$ cat src/rtl/pipeline_ctrl_pkg.sv
// Shared definitions for the pipeline hazard/sequencing controller.
// State encodings are visible on hz_o_state for debug.
package pipeline_ctrl_pkg;

    localparam int STATE_W = 2;

    typedef enum logic [STATE_W-1:0] {
        ST_RUN   = 2'd0,
        ST_LOAD  = 2'd1,
        ST_ALU   = 2'd2,
        ST_FLUSH = 2'd3
    } state_e;

endpackage

$ cat src/rtl/pipeline_ctrl_if.sv
// Handshake bundle between the pipeline stages and the hazard controller.
// slave = controller side, master = the stages (or a testbench) driving it.
interface pipeline_ctrl_if #(
    parameter int AWIDTH    = 5,
    parameter int PC_WIDTH  = 32,
    parameter int CNT_WIDTH = 16
);
    logic                 hz_i_ce;
    logic                 hz_i_de_valid;
    logic [AWIDTH-1:0]    hz_i_de_addr_rs1;
    logic [AWIDTH-1:0]    hz_i_de_addr_rs2;
    logic [AWIDTH-1:0]    hz_i_ex_addr_rd;
    logic                 hz_i_ex_we_reg;
    logic                 hz_i_ex_is_load;
    logic                 hz_i_ex_change_pc;
    logic [PC_WIDTH-1:0]  hz_i_ex_next_pc;
    logic                 hz_i_alu_stall;

    logic                 hz_o_fi_ce;
    logic                 hz_o_fi_stall;
    logic                 hz_o_fi_flush;
    logic                 hz_o_ds_stall;
    logic                 hz_o_ds_flush;
    logic                 hz_o_pc_load;
    logic [PC_WIDTH-1:0]  hz_o_pc_target;
    logic [1:0]           hz_o_state;
    logic [CNT_WIDTH-1:0] hz_o_stall_cnt;
    logic [CNT_WIDTH-1:0] hz_o_flush_cnt;

    modport slave (
        input  hz_i_ce, hz_i_de_valid, hz_i_de_addr_rs1, hz_i_de_addr_rs2,
               hz_i_ex_addr_rd, hz_i_ex_we_reg, hz_i_ex_is_load,
               hz_i_ex_change_pc, hz_i_ex_next_pc, hz_i_alu_stall,
        output hz_o_fi_ce, hz_o_fi_stall, hz_o_fi_flush, hz_o_ds_stall,
               hz_o_ds_flush, hz_o_pc_load, hz_o_pc_target, hz_o_state,
               hz_o_stall_cnt, hz_o_flush_cnt
    );

    modport master (
        output hz_i_ce, hz_i_de_valid, hz_i_de_addr_rs1, hz_i_de_addr_rs2,
               hz_i_ex_addr_rd, hz_i_ex_we_reg, hz_i_ex_is_load,
               hz_i_ex_change_pc, hz_i_ex_next_pc, hz_i_alu_stall,
        input  hz_o_fi_ce, hz_o_fi_stall, hz_o_fi_flush, hz_o_ds_stall,
               hz_o_ds_flush, hz_o_pc_load, hz_o_pc_target, hz_o_state,
               hz_o_stall_cnt, hz_o_flush_cnt
    );
endinterface

$ cat src/rtl/pipeline_ctrl_hazard_detect.sv
// Load-use hazard detect: a load in execute writes a register that decode reads.
// x0 is hardwired zero, so a load targeting it can never create a dependency.
module hazard_detect #(
    parameter int AWIDTH = 5
) (
    input  logic              de_valid,
    input  logic [AWIDTH-1:0] de_addr_rs1,
    input  logic [AWIDTH-1:0] de_addr_rs2,
    input  logic [AWIDTH-1:0] ex_addr_rd,
    input  logic              ex_we_reg,
    input  logic              ex_is_load,
    output logic              lu
);
    always_comb begin
        lu = de_valid & ex_is_load & ex_we_reg
           & (ex_addr_rd != '0)
           & ((ex_addr_rd == de_addr_rs1) | (ex_addr_rd == de_addr_rs2));
    end
endmodule

$ cat src/rtl/pipeline_ctrl.sv
// Hazard and sequencing controller for fetch/decode/execute: stalls on load-use
// and multi-cycle ALU, flushes and redirects the PC on execute branch requests.
//
// state    | meaning
// ---------+-------------------------------------------------------------
// ST_RUN   | normal flow, fetch follows global ce, hazards detected
// ST_LOAD  | one-cycle bubble for a load-use dependency
// ST_ALU   | hold fetch/decode while the multi-cycle ALU is busy
// ST_FLUSH | discard fetch/decode for FLUSH_CYCLES after a redirect
module pipeline_ctrl
    import pipeline_ctrl_pkg::*;
#(
    parameter int AWIDTH       = 5,
    parameter int PC_WIDTH     = 32,
    parameter int FLUSH_CYCLES = 2,
    parameter int CNT_WIDTH    = 16
) (
    input  logic          hz_clk,
    input  logic          hz_rst,
    pipeline_ctrl_if.slave hz_bus
);
    localparam int FW = (FLUSH_CYCLES > 1) ? $clog2(FLUSH_CYCLES) : 1;

    logic                 lu;
    logic                 redirect_ok;
    logic                 enter_flush;

    state_e               state_q, state_d;
    logic [FW-1:0]        fcnt_q, fcnt_d;
    logic                 fi_ce_q, fi_ce_d;
    logic                 fi_stall_q, fi_stall_d;
    logic                 fi_flush_q, fi_flush_d;
    logic                 pc_load_q, pc_load_d;
    logic [PC_WIDTH-1:0]  pc_target_q, pc_target_d;
    logic [CNT_WIDTH-1:0] stall_cnt_q, stall_cnt_d;
    logic [CNT_WIDTH-1:0] flush_cnt_q, flush_cnt_d;

    hazard_detect #(.AWIDTH(AWIDTH)) u_hazard_detect (
        .de_valid    (hz_bus.hz_i_de_valid),
        .de_addr_rs1 (hz_bus.hz_i_de_addr_rs1),
        .de_addr_rs2 (hz_bus.hz_i_de_addr_rs2),
        .ex_addr_rd  (hz_bus.hz_i_ex_addr_rd),
        .ex_we_reg   (hz_bus.hz_i_ex_we_reg),
        .ex_is_load  (hz_bus.hz_i_ex_is_load),
        .lu          (lu)
    );

    assign redirect_ok = hz_bus.hz_i_ex_change_pc & ~hz_bus.hz_i_alu_stall;

    always_comb begin
        state_d     = state_q;
        fcnt_d      = fcnt_q;
        enter_flush = 1'b0;

        unique case (state_q)
            ST_RUN: begin
                if (hz_bus.hz_i_ce) begin
                    if (redirect_ok)               enter_flush = 1'b1;
                    else if (hz_bus.hz_i_alu_stall) state_d    = ST_ALU;
                    else if (lu)                    state_d    = ST_LOAD;
                end
            end
            ST_LOAD: begin
                if (redirect_ok) enter_flush = 1'b1;
                else             state_d     = ST_RUN;
            end
            ST_ALU: begin
                if (!hz_bus.hz_i_alu_stall) begin
                    if (hz_bus.hz_i_ex_change_pc) enter_flush = 1'b1;
                    else                          state_d     = ST_RUN;
                end
            end
            ST_FLUSH: begin
                // Redirect requests here come from instructions being flushed.
                if (fcnt_q == '0) state_d = ST_RUN;
                else              fcnt_d  = fcnt_q - FW'(1);
            end
            default: state_d = ST_RUN;
        endcase

        if (enter_flush) begin
            state_d = ST_FLUSH;
            fcnt_d  = FW'(FLUSH_CYCLES - 1);
        end

        pc_load_d   = enter_flush;
        pc_target_d = enter_flush ? hz_bus.hz_i_ex_next_pc : pc_target_q;

        // Outputs follow the next state so they line up with hz_o_state.
        fi_ce_d     = (state_d == ST_RUN) ? hz_bus.hz_i_ce : 1'b1;
        fi_stall_d  = (state_d == ST_LOAD) | (state_d == ST_ALU);
        fi_flush_d  = (state_d == ST_FLUSH);

        stall_cnt_d = stall_cnt_q;
        if (fi_stall_d && (stall_cnt_q != '1))
            stall_cnt_d = stall_cnt_q + CNT_WIDTH'(1);

        flush_cnt_d = flush_cnt_q;
        if (enter_flush && (flush_cnt_q != '1))
            flush_cnt_d = flush_cnt_q + CNT_WIDTH'(1);
    end

    always_ff @(posedge hz_clk) begin
        if (hz_rst) begin
            state_q     <= ST_RUN;
            fcnt_q      <= '0;
            fi_ce_q     <= 1'b0;
            fi_stall_q  <= 1'b0;
            fi_flush_q  <= 1'b0;
            pc_load_q   <= 1'b0;
            pc_target_q <= '0;
            stall_cnt_q <= '0;
            flush_cnt_q <= '0;
        end else begin
            state_q     <= state_d;
            fcnt_q      <= fcnt_d;
            fi_ce_q     <= fi_ce_d;
            fi_stall_q  <= fi_stall_d;
            fi_flush_q  <= fi_flush_d;
            pc_load_q   <= pc_load_d;
            pc_target_q <= pc_target_d;
            stall_cnt_q <= stall_cnt_d;
            flush_cnt_q <= flush_cnt_d;
        end
    end

    assign hz_bus.hz_o_fi_ce     = fi_ce_q;
    assign hz_bus.hz_o_fi_stall  = fi_stall_q;
    assign hz_bus.hz_o_ds_stall  = fi_stall_q;
    assign hz_bus.hz_o_fi_flush  = fi_flush_q;
    assign hz_bus.hz_o_ds_flush  = fi_flush_q;
    assign hz_bus.hz_o_pc_load   = pc_load_q;
    assign hz_bus.hz_o_pc_target = pc_target_q;
    assign hz_bus.hz_o_state     = state_q;
    assign hz_bus.hz_o_stall_cnt = stall_cnt_q;
    assign hz_bus.hz_o_flush_cnt = flush_cnt_q;
endmodule

$ cat src/flat_wrapper.sv
// flat-port wrapper written by rule: the top's interface ports become plain ports
module pipeline_ctrl_flat import pipeline_ctrl_pkg::*;
#(
    parameter int AWIDTH       = 5,
    parameter int PC_WIDTH     = 32,
    parameter int FLUSH_CYCLES = 2,
    parameter int CNT_WIDTH    = 16
)
  (hz_clk, hz_rst, hz_bus_hz_i_ce, hz_bus_hz_i_de_valid, hz_bus_hz_i_de_addr_rs1, hz_bus_hz_i_de_addr_rs2, hz_bus_hz_i_ex_addr_rd, hz_bus_hz_i_ex_we_reg, hz_bus_hz_i_ex_is_load, hz_bus_hz_i_ex_change_pc, hz_bus_hz_i_ex_next_pc, hz_bus_hz_i_alu_stall, hz_bus_hz_o_fi_ce, hz_bus_hz_o_fi_stall, hz_bus_hz_o_fi_flush, hz_bus_hz_o_ds_stall, hz_bus_hz_o_ds_flush, hz_bus_hz_o_pc_load, hz_bus_hz_o_pc_target, hz_bus_hz_o_state, hz_bus_hz_o_stall_cnt, hz_bus_hz_o_flush_cnt);
  pipeline_ctrl_if #(.AWIDTH(AWIDTH), .PC_WIDTH(PC_WIDTH), .CNT_WIDTH(CNT_WIDTH)) hz_bus_i ();
  input  logic hz_clk;
  input  logic hz_rst;
  input wire logic [$bits(hz_bus_i.hz_i_ce)-1:0] hz_bus_hz_i_ce;
  input wire logic [$bits(hz_bus_i.hz_i_de_valid)-1:0] hz_bus_hz_i_de_valid;
  input wire logic [$bits(hz_bus_i.hz_i_de_addr_rs1)-1:0] hz_bus_hz_i_de_addr_rs1;
  input wire logic [$bits(hz_bus_i.hz_i_de_addr_rs2)-1:0] hz_bus_hz_i_de_addr_rs2;
  input wire logic [$bits(hz_bus_i.hz_i_ex_addr_rd)-1:0] hz_bus_hz_i_ex_addr_rd;
  input wire logic [$bits(hz_bus_i.hz_i_ex_we_reg)-1:0] hz_bus_hz_i_ex_we_reg;
  input wire logic [$bits(hz_bus_i.hz_i_ex_is_load)-1:0] hz_bus_hz_i_ex_is_load;
  input wire logic [$bits(hz_bus_i.hz_i_ex_change_pc)-1:0] hz_bus_hz_i_ex_change_pc;
  input wire logic [$bits(hz_bus_i.hz_i_ex_next_pc)-1:0] hz_bus_hz_i_ex_next_pc;
  input wire logic [$bits(hz_bus_i.hz_i_alu_stall)-1:0] hz_bus_hz_i_alu_stall;
  output wire logic [$bits(hz_bus_i.hz_o_fi_ce)-1:0] hz_bus_hz_o_fi_ce;
  output wire logic [$bits(hz_bus_i.hz_o_fi_stall)-1:0] hz_bus_hz_o_fi_stall;
  output wire logic [$bits(hz_bus_i.hz_o_fi_flush)-1:0] hz_bus_hz_o_fi_flush;
  output wire logic [$bits(hz_bus_i.hz_o_ds_stall)-1:0] hz_bus_hz_o_ds_stall;
  output wire logic [$bits(hz_bus_i.hz_o_ds_flush)-1:0] hz_bus_hz_o_ds_flush;
  output wire logic [$bits(hz_bus_i.hz_o_pc_load)-1:0] hz_bus_hz_o_pc_load;
  output wire logic [$bits(hz_bus_i.hz_o_pc_target)-1:0] hz_bus_hz_o_pc_target;
  output wire logic [$bits(hz_bus_i.hz_o_state)-1:0] hz_bus_hz_o_state;
  output wire logic [$bits(hz_bus_i.hz_o_stall_cnt)-1:0] hz_bus_hz_o_stall_cnt;
  output wire logic [$bits(hz_bus_i.hz_o_flush_cnt)-1:0] hz_bus_hz_o_flush_cnt;
  assign hz_bus_i.hz_i_ce = hz_bus_hz_i_ce;
  assign hz_bus_i.hz_i_de_valid = hz_bus_hz_i_de_valid;
  assign hz_bus_i.hz_i_de_addr_rs1 = hz_bus_hz_i_de_addr_rs1;
  assign hz_bus_i.hz_i_de_addr_rs2 = hz_bus_hz_i_de_addr_rs2;
  assign hz_bus_i.hz_i_ex_addr_rd = hz_bus_hz_i_ex_addr_rd;
  assign hz_bus_i.hz_i_ex_we_reg = hz_bus_hz_i_ex_we_reg;
  assign hz_bus_i.hz_i_ex_is_load = hz_bus_hz_i_ex_is_load;
  assign hz_bus_i.hz_i_ex_change_pc = hz_bus_hz_i_ex_change_pc;
  assign hz_bus_i.hz_i_ex_next_pc = hz_bus_hz_i_ex_next_pc;
  assign hz_bus_i.hz_i_alu_stall = hz_bus_hz_i_alu_stall;
  assign hz_bus_hz_o_fi_ce = hz_bus_i.hz_o_fi_ce;
  assign hz_bus_hz_o_fi_stall = hz_bus_i.hz_o_fi_stall;
  assign hz_bus_hz_o_fi_flush = hz_bus_i.hz_o_fi_flush;
  assign hz_bus_hz_o_ds_stall = hz_bus_i.hz_o_ds_stall;
  assign hz_bus_hz_o_ds_flush = hz_bus_i.hz_o_ds_flush;
  assign hz_bus_hz_o_pc_load = hz_bus_i.hz_o_pc_load;
  assign hz_bus_hz_o_pc_target = hz_bus_i.hz_o_pc_target;
  assign hz_bus_hz_o_state = hz_bus_i.hz_o_state;
  assign hz_bus_hz_o_stall_cnt = hz_bus_i.hz_o_stall_cnt;
  assign hz_bus_hz_o_flush_cnt = hz_bus_i.hz_o_flush_cnt;
  pipeline_ctrl #(.AWIDTH(AWIDTH), .PC_WIDTH(PC_WIDTH), .FLUSH_CYCLES(FLUSH_CYCLES), .CNT_WIDTH(CNT_WIDTH)) u_core (.hz_clk(hz_clk), .hz_rst(hz_rst), .hz_bus(hz_bus_i));
endmodule
$ cat config.mk
export PLATFORM = sky130hd
export DESIGN_NAME = pipeline_ctrl_flat
export DESIGN_NICKNAME = d
export VERILOG_FILES = /design/src/rtl/pipeline_ctrl_pkg.sv /design/src/rtl/pipeline_ctrl_if.sv /design/src/rtl/pipeline_ctrl_hazard_detect.sv /design/src/rtl/pipeline_ctrl.sv /design/src/flat_wrapper.sv
export SDC_FILE = /design/constraint.sdc
export NUM_CORES = 1
export LEC_CHECK = 0
export ABC_CLOCK_PERIOD_IN_PS = 3800
export CAP_MARGIN = 20
export CORE_MARGIN = 2
export CORE_UTILIZATION = 50
export CTS_CLUSTER_DIAMETER = 120
export CTS_CLUSTER_SIZE = 16
export DETAILED_ROUTE_END_ITERATION = 12
export DONT_BUFFER_PORTS = 1
export PLACE_DENSITY = 0.75
export SLEW_MARGIN = 20
export SYNTH_ARGS = -nofsm -noshare
export SYNTH_HDL_FRONTEND = slang
export SYNTH_SLANG_ARGS = --single-unit
$ cat constraint.sdc
create_clock -name hz_clk -period 3.8 [get_ports hz_clk]
set_input_delay 1.14 -clock hz_clk [delete_from_list [all_inputs] [get_ports hz_clk]]
set_output_delay 1.14 -clock hz_clk [all_outputs]
set_load 0.01 [all_outputs]
### After elaboration in Yosys (flattened, before gate mapping)

Index checks and enable logic that the tools add are counted.

| word-level totals | value |
|---|---|
| output and inout port bits | 72 |
| register bits after elaboration | 71 |
| input port bits | 55 |
| word-level logic and storage cells | 55 |

| operators by class | value |
|---|---|
| $add $sub $neg | 3 |
| reductions and logical operators | 6 |
| bitwise logic cells | 8 |
| equal/unequal tests | 10 |
| multiplexer cells | 19 |

Operators by type and width:

| operator | count |
|---|---|
| $add A16 B1 Y16 const B | 2 |
| $ne A16 B16 Y1 const B | 2 |
| $mux W2 | 9 |
| $eq A5 B5 Y1 | 2 |
| $eq A2 B2 Y1 const B | 4 |
| $mux W1 | 8 |
| $pmux W2 S4 | 1 |
| $and A1 B1 Y1 | 5 |
| $reduce_bool A5 Y1 | 1 |
| $eq A2 B1 Y1 const B | 2 |
| $logic_not A2 Y1 | 2 |
| $pmux W1 S3 | 1 |
| $logic_and A1 B1 Y1 | 2 |
| $or A1 B1 Y1 | 2 |
| $reduce_bool A2 Y1 | 1 |
| $not A1 Y1 | 1 |
| $sub A1 B1 Y1 const B | 1 |

### Logic depth before layout (Yosys ltp)

| logic depth | value |
|---|---|
| depth after elaboration | 13 |
| depth in mapped cells | 9 |
| gate-level depth less buffers | 9 |

### Modules after synthesis

Synthesis repeated with hierarchy kept, for this count alone.

| second synthesis, totals | value |
|---|---|
| cell total of the unflattened synthesis | 374 |
| area, all modules | 3138.0 um^2 |

Modules (own cells, without submodules):

| module | cells each | sequential area each (um^2) | instances | area an instance (um^2) |
|---|---|---|---|---|
| pipeline_ctrl | 357 | 1421.4 | 1 | 3009.1 |
| hazard_detect | 17 | 0.0 | 1 | 128.9 |

### Worst setup path after synthesis

Ideal clock, no wire load.

| timing path | value |
|---|---|
| path type | input to register |
| start | input port hz_bus_hz_i_ex_addr_rd[1] |
| end | register u_core.stall_cnt_q[13] (netlist: u_core.hz_bus.hz_o_stall_cnt[13]) |
| setup time | 121 ps |
| buffers on the path | 0 |
| stages on the path | 8 |
| arrival | 3082 ps |
| required time | 3679 ps |
| slack | 597 ps |
| path through | or4_1 o21ai_0 o22a_1 ha_1 and3_1 o21ai_0 nor4_1 mux2_2 |

| on the way | value |
|---|---|
| word-level cells in the longest chain between the ends | 12 |
| elaborated cells on any way between the ends | 16 |
| classes of those cells | 4 x eq/ne; 6 x mux; 4 x bitwise; 2 x reduce/logical |

RTL lines:

| element | line | RTL |
|---|---|---|
| from (decl) | flat_wrapper.sv:17 | `input wire logic [$bits(hz_bus_i.hz_i_ex_addr_rd)-1:0] hz_bus_hz_i_ex_addr_rd;` |
| $eq A5 B5 Y1 or $reduce_bool A5 Y1 (tied branches) | pipeline_ctrl_hazard_detect.sv:17, pipeline_ctrl_hazard_detect.sv:16 |  |
| $or A1 B1 Y1 or $and A1 B1 Y1 (tied branches) | pipeline_ctrl_hazard_detect.sv:17, pipeline_ctrl_hazard_detect.sv:16 |  |
| $and A1 B1 Y1 (*) | pipeline_ctrl_hazard_detect.sv:17 | `& ((ex_addr_rd == de_addr_rs1) \| (ex_addr_rd == de_addr_rs2));` |
| $mux W2 (*) | pipeline_ctrl.sv:60 | `else if (lu) state_d = ST_LOAD;` |
| $mux W2 (*) | pipeline_ctrl.sv:59 | `else if (hz_bus.hz_i_alu_stall) state_d = ST_ALU;` |
| $mux W2 (*) | pipeline_ctrl.sv:58 | `if (redirect_ok) enter_flush = 1'b1;` |
| $mux W2 (*) | pipeline_ctrl.sv:57 | `if (hz_bus.hz_i_ce) begin` |
| $pmux W2 S4 (*) | pipeline_ctrl.sv:55 | `unique case (state_q)` |
| $mux W2 (*) | pipeline_ctrl.sv:81 | `if (enter_flush) begin` |
| $eq A2 B1 Y1 or $eq A2 B2 Y1 (tied branches) | pipeline_ctrl.sv:91 | `fi_stall_d = (state_d == ST_LOAD) \| (state_d == ST_ALU);` |
| $or A1 B1 Y1 (*) | pipeline_ctrl.sv:91 |  |
| via u_core.fi_stall_d | pipeline_ctrl.sv:31 | `logic fi_stall_q, fi_stall_d;` |
| $logic_and A1 B1 Y1 (*) | pipeline_ctrl.sv:95 | `if (fi_stall_d && (stall_cnt_q != '1))` |
| to (signal assigned) | pipeline_ctrl.sv:122 | `stall_cnt_q <= stall_cnt_d;` |
| to (decl) | pipeline_ctrl.sv:35 | `logic [CNT_WIDTH-1:0] stall_cnt_q, stall_cnt_d;` |

Mark *: on every way through the listed nets, which the timed path passes. The rest lies on a longest branch.
A chain may end at the register's enable or synchronous reset.

### Worst setup path in the final report

| timing path | value |
|---|---|
| start | input port hz_bus_hz_i_ex_change_pc |
| end | register u_core.stall_cnt_q[13] (netlist: u_core.hz_bus.hz_o_stall_cnt[13]) |

| on the way | value |
|---|---|
| word-level cells in the longest chain between the ends | 8 |
| elaborated cells on any way between the ends | 17 |
| classes of those cells | 2 x eq/ne; 12 x mux; 2 x bitwise; 1 x reduce/logical |

RTL lines:

| element | line | RTL |
|---|---|---|
| from (decl) | flat_wrapper.sv:20 | `input wire logic [$bits(hz_bus_i.hz_i_ex_change_pc)-1:0] hz_bus_hz_i_ex_change_pc;` |
| $and A1 B1 Y1 | pipeline_ctrl.sv:48 | `assign redirect_ok = hz_bus.hz_i_ex_change_pc & ~hz_bus.hz_i_alu_stall;` |
| $mux W2 or $mux W1 (tied branches) | pipeline_ctrl.sv:58, pipeline_ctrl.sv:64 |  |
| $mux W2 or $mux W1 (tied branches) | pipeline_ctrl.sv:57 |  |
| $pmux W2 S4 or $pmux W1 S3 (tied branches) | pipeline_ctrl.sv:55 |  |
| $mux W2 (*) | pipeline_ctrl.sv:81 |  |
| $eq A2 B1 Y1 or $eq A2 B2 Y1 (tied branches) | pipeline_ctrl.sv:91 |  |
| $or A1 B1 Y1 (*) | pipeline_ctrl.sv:91 |  |
| via u_core.fi_stall_d | pipeline_ctrl.sv:31 |  |
| $logic_and A1 B1 Y1 (*) | pipeline_ctrl.sv:95 |  |

Marks and branches as above.

==> results.yml <==
floorplanning:
  rows: 29
  die_area_sq_um: 7200
  initial_utilization_pct: 51.4
  ios: 127
  die_h_um: 84.8
  core_area_sq_um: 6350
  die_w_um: 84.8
global_route:
  gr-total-overflow: 0
  grt_pass1_vias: 2582
  grt_max_degree: 82
  grt_first_pass_wirelength_mm: 11.6
  grt_antenna_before_repair: 0
  track_usage_pct: 19.5
finish:
  nFillCells: 596
  area_growth_pct: 5.94
  layout_commonest_cell: "nand2_1"
  layout-drive-gt1-share_pct: 8.59
  diodes: 0
  nets: 450
  final_cell_area_sq_um: 3460
  seqCellArea_sq_um: 1420
  multiInputGateArea_sq_um: 1690
  layout_common_cells: "nand2_1, dfxtp_1, a21oi_1"
pwr:
  power_frac_comb_pct: 5.6
  swShare_pct: 25.1
  power.internal_mw: 1.10
  p_clk_share_pct: 40.1
  seqPwrFrac_pct: 54.3
  switchingPower_uw: 369
  peakVddDrop_mv: 0.234
  power_leakage_nw: 1.16
  cellPowerDensity_nw_per_um2: 426
routing:
  wirelength_mm: 7.05
  drc: 0
  vias: 2805
  first_pass_iters: 4
  wl_per_cell_um: 14.9
  via_per_inst: 5.93
  drtIter0Drc: 111
  ant_nets: 0
sta:
  setup_tns_ns: 0
  fin_crit_sh_pct: 82.6
  setup-violations-final: 0
  slew_headroom_pct: 57.5
  hold_viol: 0
  rsz0062_at_grt: "false"
  final.setup_skew_ns: 0.0154
  finalMaxSlewViolations: 0
  fmax_mhz: 318
  tightestPinTransition_ns: 0.632
  fin_crit_ns: 3.14
synthesis:
  ys_seq_area_share_pct: 43.5
  ys.warnings.count: 0
  postSynthAreaPerCell_sq_um: 8.19
  syn_area_sq_um: 3270
  synth_seq_cells: 71
  ys_types: 44
  syn-instance-count: 399
  synth_nets: 458
placement:
  post-dp-hpwl_mm: 4.83
  placed_area_sq_um: 3270
  port_buffers: 0
  gp_congestion: 0.834
clock_network:
  clk_latency_ns: 0.33
  cts_inserted_buffers: 9
  cts_setup_buffers: 0
  postCtsResizedCells: 0
  clock-sinks: 71
  max-clock-path-buffers: 2
  cts_tree: "built"
  ctsHoldBuffers: 0
  clkSlewWorstSetupHoldPaths_ns: 0.07
  root_buffer: "clkbuf_8"
  h-tree-depth: 3
critical_path:
  endpoint_kind: "register"
  critPathMaxFanout: 5
  critPathLaunchType: "primary input"
  required_ns: 4.02
  critPathKind: "in2reg"
  worstPathArrival_ns: 3.36
min_path:
  min_path_type: "reg2reg"
outcome:
  outcome: "complete, no violations"
flow_run:
  drv.max_cap_violation_count: 0
[through the flow]
step	utilization [%]	cells	hold slack, ns	total power [mW]	setup WS, ns
after floorplan	-	399	0.459	0.897	0.597
after global placement	51.4	457	0.470	0.898	0.410
after detailed placement	51.4	457	0.471	0.901	0.287
after CTS	54.5	473	0.479	1.49	0.625
after global routing	54.5	473	0.515	1.54	0.434
final	54.5	473	0.479	1.47	0.659
[final cells by class]
cell class / count / share of cell area (%)
flip-flops and latches: 71 / 41.1
repair buffers: 4 / 0.868
clock buffers: 9 / 3.58
inverters: 8 / 0.868
well taps: 77 / 2.78
multi-input cells: 297 / 48.8
clock inverters: 7 / 2.06
[per-layer routing]
| layer | up-vias | routed length, um | part of all wire (%) | track usage [%] |
|---|---|---|---|---|
| met2 | 85 | 3290 | 47 | 31.9 |
| li1 | 1400 | - | - | - |
| met3 | 11 | 505 | 7.2 | 6.23 |
| met5 | - | 0 | 0 | 0 |
| met4 | 0 | 108 | 1.5 | 8.08 |
| met1 | 1309 | 3140 | 45 | 23.6 |
[synth_stat cells, drive strengths merged]
| master | number | area share (%) |
|---|---|---|
| nor4b | 4 | 1.1 |
| o22ai | 1 | 0.19 |
| or4 | 10 | 2.3 |
| nor3 | 7 | 1.1 |
| o22a | 1 | 0.27 |
| and2 | 3 | 0.57 |
| nand3b | 1 | 0.23 |
| o32ai | 1 | 0.27 |
| nor4 | 11 | 2.1 |
| and2b | 1 | 0.27 |
| inv | 8 | 0.92 |
| buf | 11 | 2.2 |
| nand3 | 12 | 2.0 |
| nor2 | 23 | 2.6 |
| nand4 | 10 | 2.1 |
| or2 | 1 | 0.19 |
| o21ai | 11 | 1.7 |
| nand2 | 80 | 9.2 |
| clkbuf | 12 | 1.7 |
| xor2 | 10 | 2.7 |
| mux2 | 10 | 3.4 |
| a21oi | 51 | 7.8 |
| dfxtp | 71 | 44 |
| or3 | 7 | 1.5 |
| a22oi | 1 | 0.23 |
| mux2i | 1 | 0.31 |
| o31ai | 9 | 2.1 |
| a31oi | 2 | 0.38 |
| a311oi | 1 | 0.27 |
| o41ai | 2 | 0.54 |
| o311ai | 2 | 0.54 |
| nor2b | 12 | 2.3 |
| and4 | 4 | 1.1 |
| o221ai | 1 | 0.27 |
| and3 | 3 | 0.57 |
| ha | 4 | 1.5 |
[registers in the layout, indices dropped and copies added (netlist names)]
name and cells:
u_core.hz_bus.hz_o_ds_flush 1, u_core.fcnt_q 1, u_core.hz_bus.hz_o_state 2, u_core.hz_bus.hz_o_flush_cnt 16
u_core.hz_bus.hz_o_pc_load 1, u_core.hz_bus.hz_o_pc_target 32, u_core.hz_bus.hz_o_ds_stall 1, u_core.hz_bus.hz_o_fi_ce 1
u_core.hz_bus.hz_o_stall_cnt 16
[worst paths after layout]
check                               from  cells past startpoint                               end  slack [ns]
max reg2reg  u_core.hz_bus.hz_o_state[1]                      8  u_core.hz_bus.hz_o_stall_cnt[13]        1.16
min                        u_core.fcnt_q                      2                     u_core.fcnt_q        0.48
max             hz_bus_hz_i_ex_change_pc                      9  u_core.hz_bus.hz_o_stall_cnt[13]        0.66
min reg2reg                u_core.fcnt_q                      2                     u_core.fcnt_q        0.48
[critical path: stages]
cell,delay (ns)
nor2_1,0.13
nor4b_1,0.28
o21ai_0,0.20
o22a_1,0.23
ha_1,0.38
and3_1,0.25
o21ai_0,0.13
nor4_1,0.23
mux2_2,0.38
[power by group through the flow]
stage | registers [mW] | logic [mW] | clock network, mW
global route | 0.805 | 0.0960 | 0.638
detailed placement | 0.818 | 0.0830 | 0
global placement | 0.818 | 0.0799 | 0
finish | 0.801 | 0.0826 | 0.590
CTS | 0.801 | 0.0832 | 0.609
floorplan | 0.811 | 0.0861 | 0
[logic make-up after synthesis]
kind of cell	count (synthesis)	share of synthesized area (%)
simple gates	189	29.2
compound gates	83	14.5
flops	71	43.5
buf+inv	31	4.83
mux	11	3.75
xor+xnor	10	2.68
fa+ha+maj	4	1.53
No activity file was read; power rests on OpenSTA's default activity.
